--- src/rtl/aes_top_pack.sv ---
// Shared types and constants for the packet word counter.
package aes_top_pack;

    // Default width of the per-packet word counter and latched length.
    localparam int WORD_COUNTER_SIZE = 16;

    // Framing state: between packets, or inside an open packet.
    typedef enum logic {
        WC_IDLE   = 1'b0,
        WC_IN_PKT = 1'b1
    } wc_state_t;

    // Bit positions inside err_sticky.
    localparam int WC_ERR_NO_SOP   = 0;
    localparam int WC_ERR_NO_EOP   = 1;
    localparam int WC_ERR_TOO_LONG = 2;
    localparam int WC_ERR_W        = 3;

endpackage

--- src/rtl/avalon_st_if.sv ---
// Avalon-ST stream bundle with packet framing.
// Handshake: a beat transfers on a clock edge where valid and ready are both 1;
// the master holds valid/sop/eop/data stable until that happens, and ready may
// change freely.
interface avalon_st_if #(
    parameter int DATA_W = 32
);
    logic              valid;
    logic              ready;
    logic              sop;
    logic              eop;
    logic [DATA_W-1:0] data;

    modport master (output valid, output sop, output eop, output data, input ready);
    modport slave  (input valid, input sop, input eop, input data, output ready);
endinterface

--- src/rtl/sat_counter.sv ---
// Load-to-1 / increment / hold counter. At all-ones it either sticks
// (SATURATE=1) or wraps to zero (SATURATE=0). count_nxt exposes the value the
// register takes on the next edge so callers can latch it in the same cycle.
module sat_counter #(
    parameter int W        = 16,
    parameter bit SATURATE = 1'b1
) (
    input  logic         clk,
    input  logic         rst_n,
    input  logic         load,
    input  logic         inc,
    output logic [W-1:0] count,
    output logic [W-1:0] count_nxt
);
    localparam logic [W-1:0] ONE      = W'(1);
    localparam logic [W-1:0] ALL_ONES = '1;

    // Next count: load wins over increment; the all-ones case picks stick or wrap.
    always_comb begin
        count_nxt = count;
        if (load) begin
            count_nxt = ONE;
        end else if (inc) begin
            if (count == ALL_ONES) begin
                count_nxt = SATURATE ? ALL_ONES : '0;
            end else begin
                count_nxt = count + ONE;
            end
        end
    end

    // Count register.
    always_ff @(posedge clk or negedge rst_n) begin
        if (!rst_n) begin
            count <= '0;
        end else begin
            count <= count_nxt;
        end
    end
endmodule

--- src/rtl/pkt_word_counter.sv ---
// In-line Avalon-ST packet monitor. The stream passes through untouched; only
// accepted beats move the framing FSM, the word counter, the length latch,
// the packet counter and the sticky error flags.
module pkt_word_counter
    import aes_top_pack::*;
#(
    parameter int WORD_CNT_W    = WORD_COUNTER_SIZE,
    parameter int PKT_CNT_W     = 32,
    parameter bit SATURATE      = 1'b1,
    parameter int MAX_PKT_WORDS = 2**WORD_CNT_W - 1
) (
    input  logic                  clk,
    input  logic                  rst_n,
    avalon_st_if.slave            msg_in,
    avalon_st_if.master           msg_out,
    input  logic                  clr_stats,
    output logic [WORD_CNT_W-1:0] cntr,
    output logic [WORD_CNT_W-1:0] last_len,
    output logic                  last_len_vld,
    output logic [PKT_CNT_W-1:0]  pkt_cnt,
    output logic [WC_ERR_W-1:0]   err_sticky
);
    localparam logic [WORD_CNT_W-1:0] MAX_W   = WORD_CNT_W'(MAX_PKT_WORDS);
    localparam logic [PKT_CNT_W-1:0]  PKT_ONE = PKT_CNT_W'(1);

    wc_state_t             state;
    wc_state_t             state_nxt;
    logic                  beat;
    logic                  cnt_load;
    logic                  cnt_inc;
    logic                  close_pkt;
    logic                  long_seen;
    logic [WC_ERR_W-1:0]   err_set;
    logic [WORD_CNT_W-1:0] cntr_nxt;

    // Pass-through is purely combinational so the monitor adds no latency.
    assign msg_out.valid = msg_in.valid;
    assign msg_out.sop   = msg_in.sop;
    assign msg_out.eop   = msg_in.eop;
    assign msg_out.data  = msg_in.data;
    assign msg_in.ready  = msg_out.ready;

    assign beat = msg_in.valid & msg_in.ready;

    // Framing state register.
    always_ff @(posedge clk or negedge rst_n) begin
        if (!rst_n) begin
            state <= WC_IDLE;
        end else begin
            state <= state_nxt;
        end
    end

    // Next state: every beat opens or continues a packet, eop always returns to IDLE.
    always_comb begin
        state_nxt = state;
        if (beat) begin
            state_nxt = msg_in.eop ? WC_IDLE : WC_IN_PKT;
        end
    end

    // FSM outputs: counter control, packet close and framing errors for this beat.
    always_comb begin
        cnt_load  = 1'b0;
        cnt_inc   = 1'b0;
        close_pkt = 1'b0;
        err_set   = '0;
        if (beat) begin
            close_pkt = msg_in.eop;
            case (state)
                WC_IDLE: begin
                    // A beat outside a packet is treated as its start either way.
                    cnt_load               = 1'b1;
                    err_set[WC_ERR_NO_SOP] = ~msg_in.sop;
                end
                WC_IN_PKT: begin
                    if (msg_in.sop) begin
                        // The open packet is abandoned; restart on this beat.
                        cnt_load               = 1'b1;
                        err_set[WC_ERR_NO_EOP] = 1'b1;
                    end else begin
                        cnt_inc = 1'b1;
                    end
                end
                default: ;
            endcase
        end
        // The saturated/wrapped counter cannot show the overflow, so test before incrementing.
        err_set[WC_ERR_TOO_LONG] = cnt_inc & (cntr >= MAX_W) & ~long_seen;
    end

    sat_counter #(
        .W        (WORD_CNT_W),
        .SATURATE (SATURATE)
    ) u_word_cnt (
        .clk       (clk),
        .rst_n     (rst_n),
        .load      (cnt_load),
        .inc       (cnt_inc),
        .count     (cntr),
        .count_nxt (cntr_nxt)
    );

    // Remembers that the current packet already raised too_long.
    always_ff @(posedge clk or negedge rst_n) begin
        if (!rst_n) begin
            long_seen <= 1'b0;
        end else if (cnt_load) begin
            long_seen <= 1'b0;
        end else if (err_set[WC_ERR_TOO_LONG]) begin
            long_seen <= 1'b1;
        end
    end

    // Length latch with a one-cycle update strobe; not affected by clr_stats.
    always_ff @(posedge clk or negedge rst_n) begin
        if (!rst_n) begin
            last_len     <= '0;
            last_len_vld <= 1'b0;
        end else begin
            last_len_vld <= close_pkt;
            if (close_pkt) begin
                last_len <= cntr_nxt;
            end
        end
    end

    // Packet counter and sticky errors; a clear in the same cycle overrides new events.
    always_ff @(posedge clk or negedge rst_n) begin
        if (!rst_n) begin
            pkt_cnt    <= '0;
            err_sticky <= '0;
        end else if (clr_stats) begin
            pkt_cnt    <= '0;
            err_sticky <= '0;
        end else begin
            if (close_pkt) begin
                pkt_cnt <= pkt_cnt + PKT_ONE;
            end
            err_sticky <= err_sticky | err_set;
        end
    end
endmodule
--- src/flat_wrapper.sv ---
// flat-port wrapper written by rule: the top's interface ports become plain ports
module pkt_word_counter_flat import aes_top_pack::*;
#(
    parameter int WORD_CNT_W    = WORD_COUNTER_SIZE,
    parameter int PKT_CNT_W     = 32,
    parameter bit SATURATE      = 1'b1,
    parameter int MAX_PKT_WORDS = 2**WORD_CNT_W - 1
)
  (clk, rst_n, clr_stats, cntr, last_len, last_len_vld, pkt_cnt, err_sticky, msg_in_valid, msg_in_sop, msg_in_eop, msg_in_data, msg_in_ready, msg_out_valid, msg_out_sop, msg_out_eop, msg_out_data, msg_out_ready);
  avalon_st_if msg_in_i ();
  avalon_st_if msg_out_i ();
  input  logic clk;
  input  logic rst_n;
  input  logic clr_stats;
  output logic [WORD_CNT_W-1:0] cntr;
  output logic [WORD_CNT_W-1:0] last_len;
  output logic last_len_vld;
  output logic [PKT_CNT_W-1:0] pkt_cnt;
  output logic [WC_ERR_W-1:0] err_sticky;
  input wire logic [$bits(msg_in_i.valid)-1:0] msg_in_valid;
  input wire logic [$bits(msg_in_i.sop)-1:0] msg_in_sop;
  input wire logic [$bits(msg_in_i.eop)-1:0] msg_in_eop;
  input wire logic [$bits(msg_in_i.data)-1:0] msg_in_data;
  output wire logic [$bits(msg_in_i.ready)-1:0] msg_in_ready;
  output wire logic [$bits(msg_out_i.valid)-1:0] msg_out_valid;
  output wire logic [$bits(msg_out_i.sop)-1:0] msg_out_sop;
  output wire logic [$bits(msg_out_i.eop)-1:0] msg_out_eop;
  output wire logic [$bits(msg_out_i.data)-1:0] msg_out_data;
  input wire logic [$bits(msg_out_i.ready)-1:0] msg_out_ready;
  assign msg_in_i.valid = msg_in_valid;
  assign msg_in_i.sop = msg_in_sop;
  assign msg_in_i.eop = msg_in_eop;
  assign msg_in_i.data = msg_in_data;
  assign msg_in_ready = msg_in_i.ready;
  assign msg_out_valid = msg_out_i.valid;
  assign msg_out_sop = msg_out_i.sop;
  assign msg_out_eop = msg_out_i.eop;
  assign msg_out_data = msg_out_i.data;
  assign msg_out_i.ready = msg_out_ready;
  pkt_word_counter #(.WORD_CNT_W(WORD_CNT_W), .PKT_CNT_W(PKT_CNT_W), .SATURATE(SATURATE), .MAX_PKT_WORDS(MAX_PKT_WORDS)) u_core (.clk(clk), .rst_n(rst_n), .msg_in(msg_in_i), .msg_out(msg_out_i), .clr_stats(clr_stats), .cntr(cntr), .last_len(last_len), .last_len_vld(last_len_vld), .pkt_cnt(pkt_cnt), .err_sticky(err_sticky));
endmodule
--- config.mk ---
export PLATFORM = sky130hd
export DESIGN_NAME = pkt_word_counter_flat
export DESIGN_NICKNAME = d
export VERILOG_FILES = /design/src/rtl/aes_top_pack.sv /design/src/rtl/avalon_st_if.sv /design/src/rtl/sat_counter.sv /design/src/rtl/pkt_word_counter.sv /design/src/flat_wrapper.sv
export SDC_FILE = /design/constraint.sdc
export NUM_CORES = 1
export LEC_CHECK = 0
export ABC_AREA = 1
export CAP_MARGIN = 10
export CORE_MARGIN = 3
export CORE_UTILIZATION = 42
export CTS_BUF_LIST = sky130_fd_sc_hd__clkbuf_4 sky130_fd_sc_hd__clkbuf_8 sky130_fd_sc_hd__clkbuf_16
export CTS_CLUSTER_SIZE = 8
export DETAILED_ROUTE_END_ITERATION = 6
export HOLD_SLACK_MARGIN = 0.06
export PLACE_DENSITY_LB_ADDON = 0.12
export SYNTH_ARGS = -nofsm -noshare
export SYNTH_HDL_FRONTEND = slang
export SYNTH_SLANG_ARGS = --single-unit
--- constraint.sdc ---
create_clock -name clk -period 1.3 [get_ports clk]
set_input_delay 0.26 -clock clk [delete_from_list [all_inputs] [get_ports clk]]
set_output_delay 0.26 -clock clk [all_outputs]
set_load 0.1 [all_outputs]
# Word level (Yosys, flattened, before mapping)
# Index checks and enable logic that the tools add are counted.
[totals]
ff_bits = 70
latchBits = 0
ram_bits = 0
mem_bits_ro = 0
out_inout_bits = 104
mem_count = 0
[classes]
addsub = 2
n_mul = 0
div = 0
magnitude_cmp = 1
n_eq_ne = 1
shift = 0
n_mux = 19
n_bitwise = 7
n_reduce_logical = 2
[op_table]
columns = ["operator", "n"]
rows = [
  ["32-bit 2-to-1 mux", 2],
  ["16-bit 2-to-1 mux", 3],
  ["32-bit by 1-bit adder with 32-bit output, second input constant", 1],
  ["16-bit by 1-bit adder with 16-bit output, second input constant", 1],
  ["16-bit == test, second input constant", 1],
  ["16-bit >= comparator, second input constant", 1],
  ["1-bit 2-to-1 mux", 11],
  ["2-bit nonzero test", 2],
  ["1-bit AND", 3],
  ["3-bit 2-to-1 mux", 1],
  ["1-bit NOT", 3],
  ["3-bit OR", 1],
  ["2-bit 2-to-1 mux", 1],
  ["1-bit one-hot mux with 2 select lines", 1],
]

# Logic depth before layout (Yosys ltp)
[logic_depth]
word_depth = 7
ltp_mapped = 11
ltp_nobuf = 10

# Cells and area by module
# Synthesis repeated with hierarchy kept, for this count alone.
[unflattened]
hier_cells = 542
hier_area_um2 = 4052.6
[modules_own_cells]
columns = ["module", "n_inst", "cells_per_inst", "area_each_um2", "seq_area_each_um2"]
rows = [
  ["pkt_word_counter", 1, 407, 3025.4, 1351.3],
  ["sat_counter", 1, 135, 1027.2, 400.4],
]

# Worst setup path after synthesis
# Ideal clock, no wire load.
[synth_timing]
path_kind = "reg2reg"
from = "register u_core.u_word_cnt.count[0]"
to = "register u_core.last_len[8]"
setup_time_ns = 0.120
arrival_ns = 2.036
slack_ns = -0.856
path_stages_with_launch = 11
path_buffers = 0
synth_period_minus_slack_ns = 2.156
path_cell_list = "dfrtp_1 ha_1 inv_1 nor2_2 nand2_1 nor2_2 nand2_1 nand2_1 nand2_1 nand3_1 nand2_1"
[synth_via]
elab_chain_len = 4
[synth_lines]
columns = ["item", "line", "text"]
rows = [
  ["start, declared", "sat_counter.sv:12", "output logic [W-1:0] count,"],
  ["start signal, assigned", "sat_counter.sv:37", "count <= count_nxt;"],
  ["16-bit by 1-bit adder with 16-bit output / 16-bit == test (equally long branches)", "sat_counter.sv:27, sat_counter.sv:24", ""],
  ["16-bit 2-to-1 mux *", "sat_counter.sv:24", "if (count == ALL_ONES) begin"],
  ["16-bit 2-to-1 mux *", "sat_counter.sv:23", "end else if (inc) begin"],
  ["16-bit 2-to-1 mux *", "sat_counter.sv:21", "if (load) begin"],
  ["end signal, assigned", "pkt_word_counter.sv:123", "last_len <= cntr_nxt;"],
  ["end, declared", "pkt_word_counter.sv:18", "output logic [WORD_CNT_W-1:0] last_len,"],
]
# Every way passes the cells marked *; elsewhere a longest branch is shown, timed or not.
# A chain may end at the register's enable or synchronous reset.

# Worst setup path after layout
[layout_timing]
from = "register u_core.pkt_cnt[1]"
to = "output port pkt_cnt[1]"
[layout_rtl]
columns = ["item", "line", "text"]
rows = [
  ["start, declared", "pkt_word_counter.sv:20", "output logic [PKT_CNT_W-1:0] pkt_cnt,"],
  ["start signal, assigned", "pkt_word_counter.sv:138", "pkt_cnt <= pkt_cnt + PKT_ONE;"],
  ["end, declared", "flat_wrapper.sv:18", "output logic [PKT_CNT_W-1:0] pkt_cnt;"],
]
# No word-level cell between the ends.

==> impl_metrics.env <==
export IMPL_final_layout_size_suffix_gt1_frac=0.576
export IMPL_setup_viol=102
export IMPL_required_ns=1.04
export IMPL_ys_warnings_count=0
export IMPL_die_w_um=106
export IMPL_rsz0062_at_grt="yes"
export IMPL_first_pass_iteration_count_of_the_detailed_router=5
export IMPL_critPathSlowestCell="sky130_fd_sc_hd__dfrtp_4"
export IMPL_grt_total_ovfl=0
export IMPL_routed_via_count=4635
export IMPL_pwr_share_clk=0.418
export IMPL_placement_io_buffers=78
export IMPL_path_cells="buf_4 -> buf_6 -> buf_12"
export IMPL_max_slew_worst_pin_slew_ns=0.399
export IMPL_maximum_count_of_clock_buffers_along_a_single_path=2
export IMPL_drt_drc_violations_left=0
export IMPL_cts_root_buffer_cell="sky130_fd_sc_hd__clkbuf_8"
export IMPL_reg2reg_setup_slack_ns=-0.24
export IMPL_worst_hold_slack_ns=0.416
export IMPL_place_congestion=0.875
export IMPL_layout_filler_cells=507
export IMPL_overall_global_routing_resource_usage=0.263
export IMPL_cell_internal_pwr_mw=4.12
export IMPL_power_per_cell_area_nw_per_um2=724
export IMPL_grt_antenna_before_repair=0
export IMPL_clock_tree_htree_level_count=3
export IMPL_finalNonFillerCells=896
export IMPL_total_instance_count_after_detailed_placement=832
export IMPL_timing_fmax_ghz=0.645
export IMPL_grt_start_max_net_pins=71
export IMPL_worstHoldPathCells=3
export IMPL_synth_seq_area_share=0.420
export IMPL_start_util=0.441
export IMPL_violations_in_the_final_reports="setup timing"
export IMPL_timing_worst_setup_path_type="flip-flop to output pin"
export IMPL_wire_length_of_the_first_global_routing_pass_mm=23.6
export IMPL_p_sw_mw=1.67
export IMPL_final_period_utilization=1.19
export IMPL_clkLatencyLatePin_ns=0.35
export IMPL_vdd_ir_drop_worst_mv=0.798
export IMPL_area_growth_syn_to_layout_pct=91.9
export IMPL_antenna_diode_count=0
export IMPL_syn_mean_instance_area_um2=7.42
export IMPL_number_of_global_route_vias_before_repair=4846
export IMPL_critical_path_max_stage_delay_ns=0.52
export IMPL_worstSetupStartpointType="flip-flop"
export IMPL_final_routed_wirelength_mm=14.9
export IMPL_power_total_mw=5.79
export IMPL_end_kind="output pin"
export IMPL_power_combinational_fraction=0.185
export IMPL_min_path_type="input pin to flip-flop"
export IMPL_post_route_min_period_ns=1.55
export IMPL_crit_arrival_ns=1.29
export IMPL_dieHeight_um=106
export IMPL_cts_buffers=9
export IMPL_fp_row_count=35
export IMPL_cts_tree="yes"
export IMPL_cts_num_sinks=70
export IMPL_die_area_um2=11200
export IMPL_worstHoldStart="msg_in_valid"
export IMPL_worst_r2r_cell_count=9
export IMPL_synth_net_count=603
export IMPL_postRouteAntennaNets=0
export IMPL_hpwlAfterDp_mm=9.35
export IMPL_route_detailed_wl_per_inst_um=16.7
export IMPL_timing_hold_worst_endpoint="u_core.state"
export IMPL_final_hold_violation_count=0
export IMPL_ys_seq_elements=70
export IMPL_clk_pin_slew_ns=0.08
export IMPL_drt_initial_drc_count=180
export IMPL_i_o_pin_count=143
export IMPL_p_leak_nw=3.63
export IMPL_max_cap_violations=0
export IMPL_postSynthCellCount=562
export IMPL_relSlewSlack=0.734
export IMPL_avgViaCountPerCell=5.17
export IMPL_layout_setup_ws_ns=-0.249
export IMPL_coreArea_um2=9460
export IMPL_synth_distinct_cells=34
export IMPL_path_max_fanout=3
export IMPL_finalNetCount=803
export IMPL_drv_slew=0
export IMPL_status="finished, violations left"
export IMPL_synth_cell_area_um2=4170
export IMPL_regToRegEndpoint="u_core.pkt_cnt[12]"
export IMPL_r2r_start="u_core.pkt_cnt[5]"
export IMPL_fin_setup_tns_ns=-12.39
export IMPL_swShare=0.288
export IMPL_seq_power_share=0.397
export IMPL_clock_skew_final_ns=0.00799
## placed cells by master, fill, tap and decap left out, types with 6 or more instances in the layout
master	count
sky130_fd_sc_hd__buf_4	99
sky130_fd_sc_hd__clkbuf_8	9
sky130_fd_sc_hd__buf_6	51
sky130_fd_sc_hd__nand2_4	12
sky130_fd_sc_hd__nor2_1	45
sky130_fd_sc_hd__a21oi_2	13
sky130_fd_sc_hd__a21oi_1	10
sky130_fd_sc_hd__o21ai_2	6
sky130_fd_sc_hd__nand4_1	15
sky130_fd_sc_hd__inv_2	11
sky130_fd_sc_hd__nor2_2	16
sky130_fd_sc_hd__nand3_1	22
sky130_fd_sc_hd__dfrtp_4	41
sky130_fd_sc_hd__nand2_2	23
sky130_fd_sc_hd__nand3_2	20
sky130_fd_sc_hd__dfrtp_2	6
sky130_fd_sc_hd__inv_1	54
sky130_fd_sc_hd__dfrtp_1	23
sky130_fd_sc_hd__nor2_4	23
sky130_fd_sc_hd__nand2_1	112
sky130_fd_sc_hd__nor3_1	7
sky130_fd_sc_hd__buf_12	80
sky130_fd_sc_hd__o21ai_1	15
## through the flow
| stage | area [um2] | worst slack (ns) | util |
|---|---|---|---|
| floorplan | 4560 | -0.292 | - |
| global placement | 6770 | -0.619 | 0.716 |
| detailed placement | 6770 | -0.659 | 0.716 |
| CTS | 7700 | -0.186 | 0.814 |
| global route | 8000 | -0.326 | 0.846 |
| finish | 8000 | -0.249 | 0.846 |
## area by class of cell
type | count | area (um2) | area share
Clock buffer | 9 | 124 | 0.0155
Clock inverter | 7 | 145 | 0.0181
Inverter | 68 | 262 | 0.0327
Multi-Input combinational cell | 376 | 2410 | 0.302
Sequential cell | 70 | 1910 | 0.239
Tap cell | 129 | 161 | 0.0202
Timing Repair Buffer | 237 | 2980 | 0.372
## cell usage after synthesis, drive strengths merged
master | instances | share of area
nand2 | 148 | 0.14
nor2 | 84 | 0.097
dfrtp | 70 | 0.42
inv | 67 | 0.060
nand3 | 46 | 0.058
buf | 44 | 0.078
o21ai | 27 | 0.032
a21oi | 24 | 0.030
nand4 | 16 | 0.026
nor3 | 12 | 0.020
a31oi | 4 | 0.0060
clkbuf | 4 | 0.0036
xor2 | 4 | 0.0084
o21a | 3 | 0.0054
ha | 2 | 0.0060
nand3b | 2 | 0.0036
a211oi | 1 | 0.0018
and3 | 1 | 0.0015
clkinv | 1 | 0.0012
o21bai | 1 | 0.0018
xnor2 | 1 | 0.0021
## worst max-delay path by stage
stage,startpoint,slack [ns],cells after the start,endpoint
6_report,u_core.pkt_cnt[1],-0.25,3,pkt_cnt[1]
5_1_grt,u_core.u_word_cnt.count[0],-0.33,10,u_core.last_len[8]
4_1_cts,u_core.u_word_cnt.count[1],-0.19,10,u_core.last_len[8]
3_5_place_dp,msg_in_sop,-0.66,11,u_core.last_len[8]
3_3_place_gp,msg_in_sop,-0.62,11,u_core.last_len[8]
2_1_floorplan,u_core.u_word_cnt.count[1],-0.29,10,u_core.last_len[8]
## worst max-delay path, delay by kind of cell, from the launching register on
family	cells	cell delay (ns)
buf+inv	3	0.41
flops	1	0.52
## cells by family (layout without fill, tap and decap cells)
logic type	Yosys count	count (layout)	share of synthesized area
simple gates	309	309	0.343
buf+inv	116	321	0.143
flops	70	70	0.420
compound gates	60	60	0.0771
xor+xnor	5	5	0.0105
fa+ha+maj	2	2	0.00600
## per-layer routing
| metal | vias to the layer above | track usage | part of all wire |
|---|---|---|---|
| met4 | 0 | 0.116 | 0.039 |
| met5 | - | 0 | 0 |
| li1 | 2152 | - | - |
| met2 | 158 | 0.487 | 0.54 |
| met3 | 62 | 0.0374 | 0.039 |
| met1 | 2263 | 0.297 | 0.38 |
## state kept, by name, indices dropped and copies added (netlist names)
register                 cells
u_core.last_len_vld          1
u_core.err_sticky            3
u_core.u_word_cnt.count     16
u_core.long_seen             1
u_core.pkt_cnt              32
u_core.last_len             16
u_core.state                 1
## power by group through the flow
stage	clock (mW)	combinational [mW]	sequential (mW)
final	2.42	1.07	2.30
after floorplan	0	0.710	2.62
after detailed placement	0	0.995	2.34
after global placement	0	0.987	2.34
after global routing	2.55	1.12	2.31
after CTS	2.44	1.03	2.30
## what timing repair did
action | 4_1_cts | 5_1_grt
pin swaps | 33 | 35
buffers inserted | 38 | 12
setup endpoints to repair | 112 | 104
cloned | 0 | 0
hold buffers | 1 | 0
gates resized for setup | 98 | 67
hold endpoints to repair | 70 | 0
Note: power is estimated with default switching activity, not from simulation.
==> patch: new RTL, config.mk and constraints unchanged <==
`PKT_CNT_W` is set to 32 in 2 places; all go to 48.
--- a/src/rtl/pkt_word_counter.sv
+++ b/src/rtl/pkt_word_counter.sv
@@ -7,3 +7,3 @@
     parameter int WORD_CNT_W    = WORD_COUNTER_SIZE,
-    parameter int PKT_CNT_W     = 32,
+    parameter int PKT_CNT_W     = 48,
     parameter bit SATURATE      = 1'b1,
--- a/src/flat_wrapper.sv
+++ b/src/flat_wrapper.sv
@@ -4,3 +4,3 @@
     parameter int WORD_CNT_W    = WORD_COUNTER_SIZE,
-    parameter int PKT_CNT_W     = 32,
+    parameter int PKT_CNT_W     = 48,
     parameter bit SATURATE      = 1'b1,
Interface: changed (resized pkt_cnt); port bits go from 143 to 159. The function was not compared with the original's and may differ.
==> patch against the original RTL <==
  * The run still ends with setup timing left
  * Global-route usage up 4.3 points
  * Synthesized area up 27%
  * Sequential cell count up 16
  * Die area up 26%
  * Worst setup slack worse by 0.17 ns
  * Wire length up 66%
  * Design area up 36%
  * Total power up 19%
  * Critical endpoint is now u_core.pkt_cnt[29]$_DFFE_PN0P_
==> patch: results (changes against the original RTL) <==
gr-usage-all-layers_pct: 30.6  # was 26.3%
asyncSetResetFlopFracSynth_pct: 100  # unchanged
drive_gt1_share_pct: 59.2  # was 57.6%
gp_congestion: 0.962  # was 0.875
p_clk_w: 0.00294  # was 0.00242 W
synth_area_in_xor_xnor_pct: 0.825  # was 1.05%
placed_cells_incl_taps: 1143  # was 832
vias_after_detailed_routing: 6843  # was 4635
leakage_power_summed_over_all_cells_nw: 4.90  # was 3.63 nW
synthTopCellsByArea: "sky130_fd_sc_hd__dfrtp_1 (41%), sky130_fd_sc_hd__nand2_1 (15%), sky130_fd_sc_hd__nor2_1 (9.3%)"  # was sky130_fd_sc_hd__dfrtp_1 (42%), sky130_fd_sc_hd__nand2_1 (13%), sky130_fd_sc_hd__buf_4 (6.7%)
max_slew_margin_pct: 72.4  # was 73.4%
max_stage_delay_ns: 0.47  # was 0.52 ns
worst_clock_skew_ns: 0.00523  # was 0.00799 ns
synth_top_cells_by_count: "sky130_fd_sc_hd__nand2_1 (210), sky130_fd_sc_hd__nor2_1 (132), sky130_fd_sc_hd__dfrtp_1 (86)"  # was sky130_fd_sc_hd__nand2_1 (142), sky130_fd_sc_hd__dfrtp_1 (70), sky130_fd_sc_hd__nor2_1 (66)
detailedPlacementHpwl_um: 13700  # was 9350 um
vdd_drop_max_mv: 0.570  # was 0.798 mV
met3RoutedLength_um: 1780  # was 585 um
wl_met1_um: 9620  # was 5730 um
io_buffer_count: 94  # was 78
status: "complete, but fails checks"  # unchanged
synth.avg_cell_area_um2: 6.99  # was 7.42 um2
violations: "setup timing"  # unchanged
wire_length_of_the_first_global_routing_pass_um: 34500  # was 23600 um
post_cts_resized: 208  # was 98
cpLargestDelayFamily: "simple AND/OR/NAND/NOR gates"  # was flip-flops
final_worst_path_setup_slack_ns: -0.422  # was -0.249 ns
synth_compound_area_share_pct: 6.72  # was 7.71%
post_synth_cell_types: 35  # was 34
hold_path.class: "input port to asynchronous set/reset pin"  # was input port to register
finalSetupViolations: 144  # was 102
cts_setup_buffers: 52  # was 38
drt_iter0_drc: 648  # was 180
reg2reg_to: "u_core.pkt_cnt[29]$_DFFE_PN0P_"  # was u_core.pkt_cnt[12]$_DFFE_PN0P_
detail_route.wl_per_cell_um: 20.1  # was 16.7 um
regToRegStartpoint: "u_core.pkt_cnt[11]$_DFFE_PN0P_"  # was u_core.pkt_cnt[5]$_DFFE_PN0P_
seq_area_frac_synth_pct: 40.5  # was 42.0%
hold_slack_ns: 0.333  # was 0.416 ns
vias_per_cell: 5.54  # was 5.17
timing.setup.critical_path_class: "register to register"  # was register to output port
power.combinational.total_w: 0.00117  # was 0.00107 W
[patch: routing by layer]
layer	vias to the layer above	track usage, %
met5	-	0
met4	0	11.5
met3	122	6.03
met2	416	51.4
met1	3328	39.0
li1	2977	-
[patch: worst max path at each step]
stage / endpoint / slack, ns
finish: u_core.pkt_cnt[29]$_DFFE_PN0P_ / -0.42
global route: u_core.pkt_cnt[46]$_DFFE_PN0P_ / -0.50
CTS: u_core.pkt_cnt[26]$_DFFE_PN0P_ / -0.31
detailed placement: u_core.pkt_cnt[34]$_DFFE_PN0P_ / -0.78
global placement: u_core.pkt_cnt[30]$_DFFE_PN0P_ / -0.69
floorplan: u_core.pkt_cnt[38]$_DFFE_PN0P_ / -0.42
[patch: area by class of cell]
class,count,area [um2]
clock buffer,11,240
clock inverter,5,82.6
timing repair buffer,343,4150
sequential,86,2360
fill,502,1270
tap,168,210
multi-input combinational,535,3490
inverter,88,345
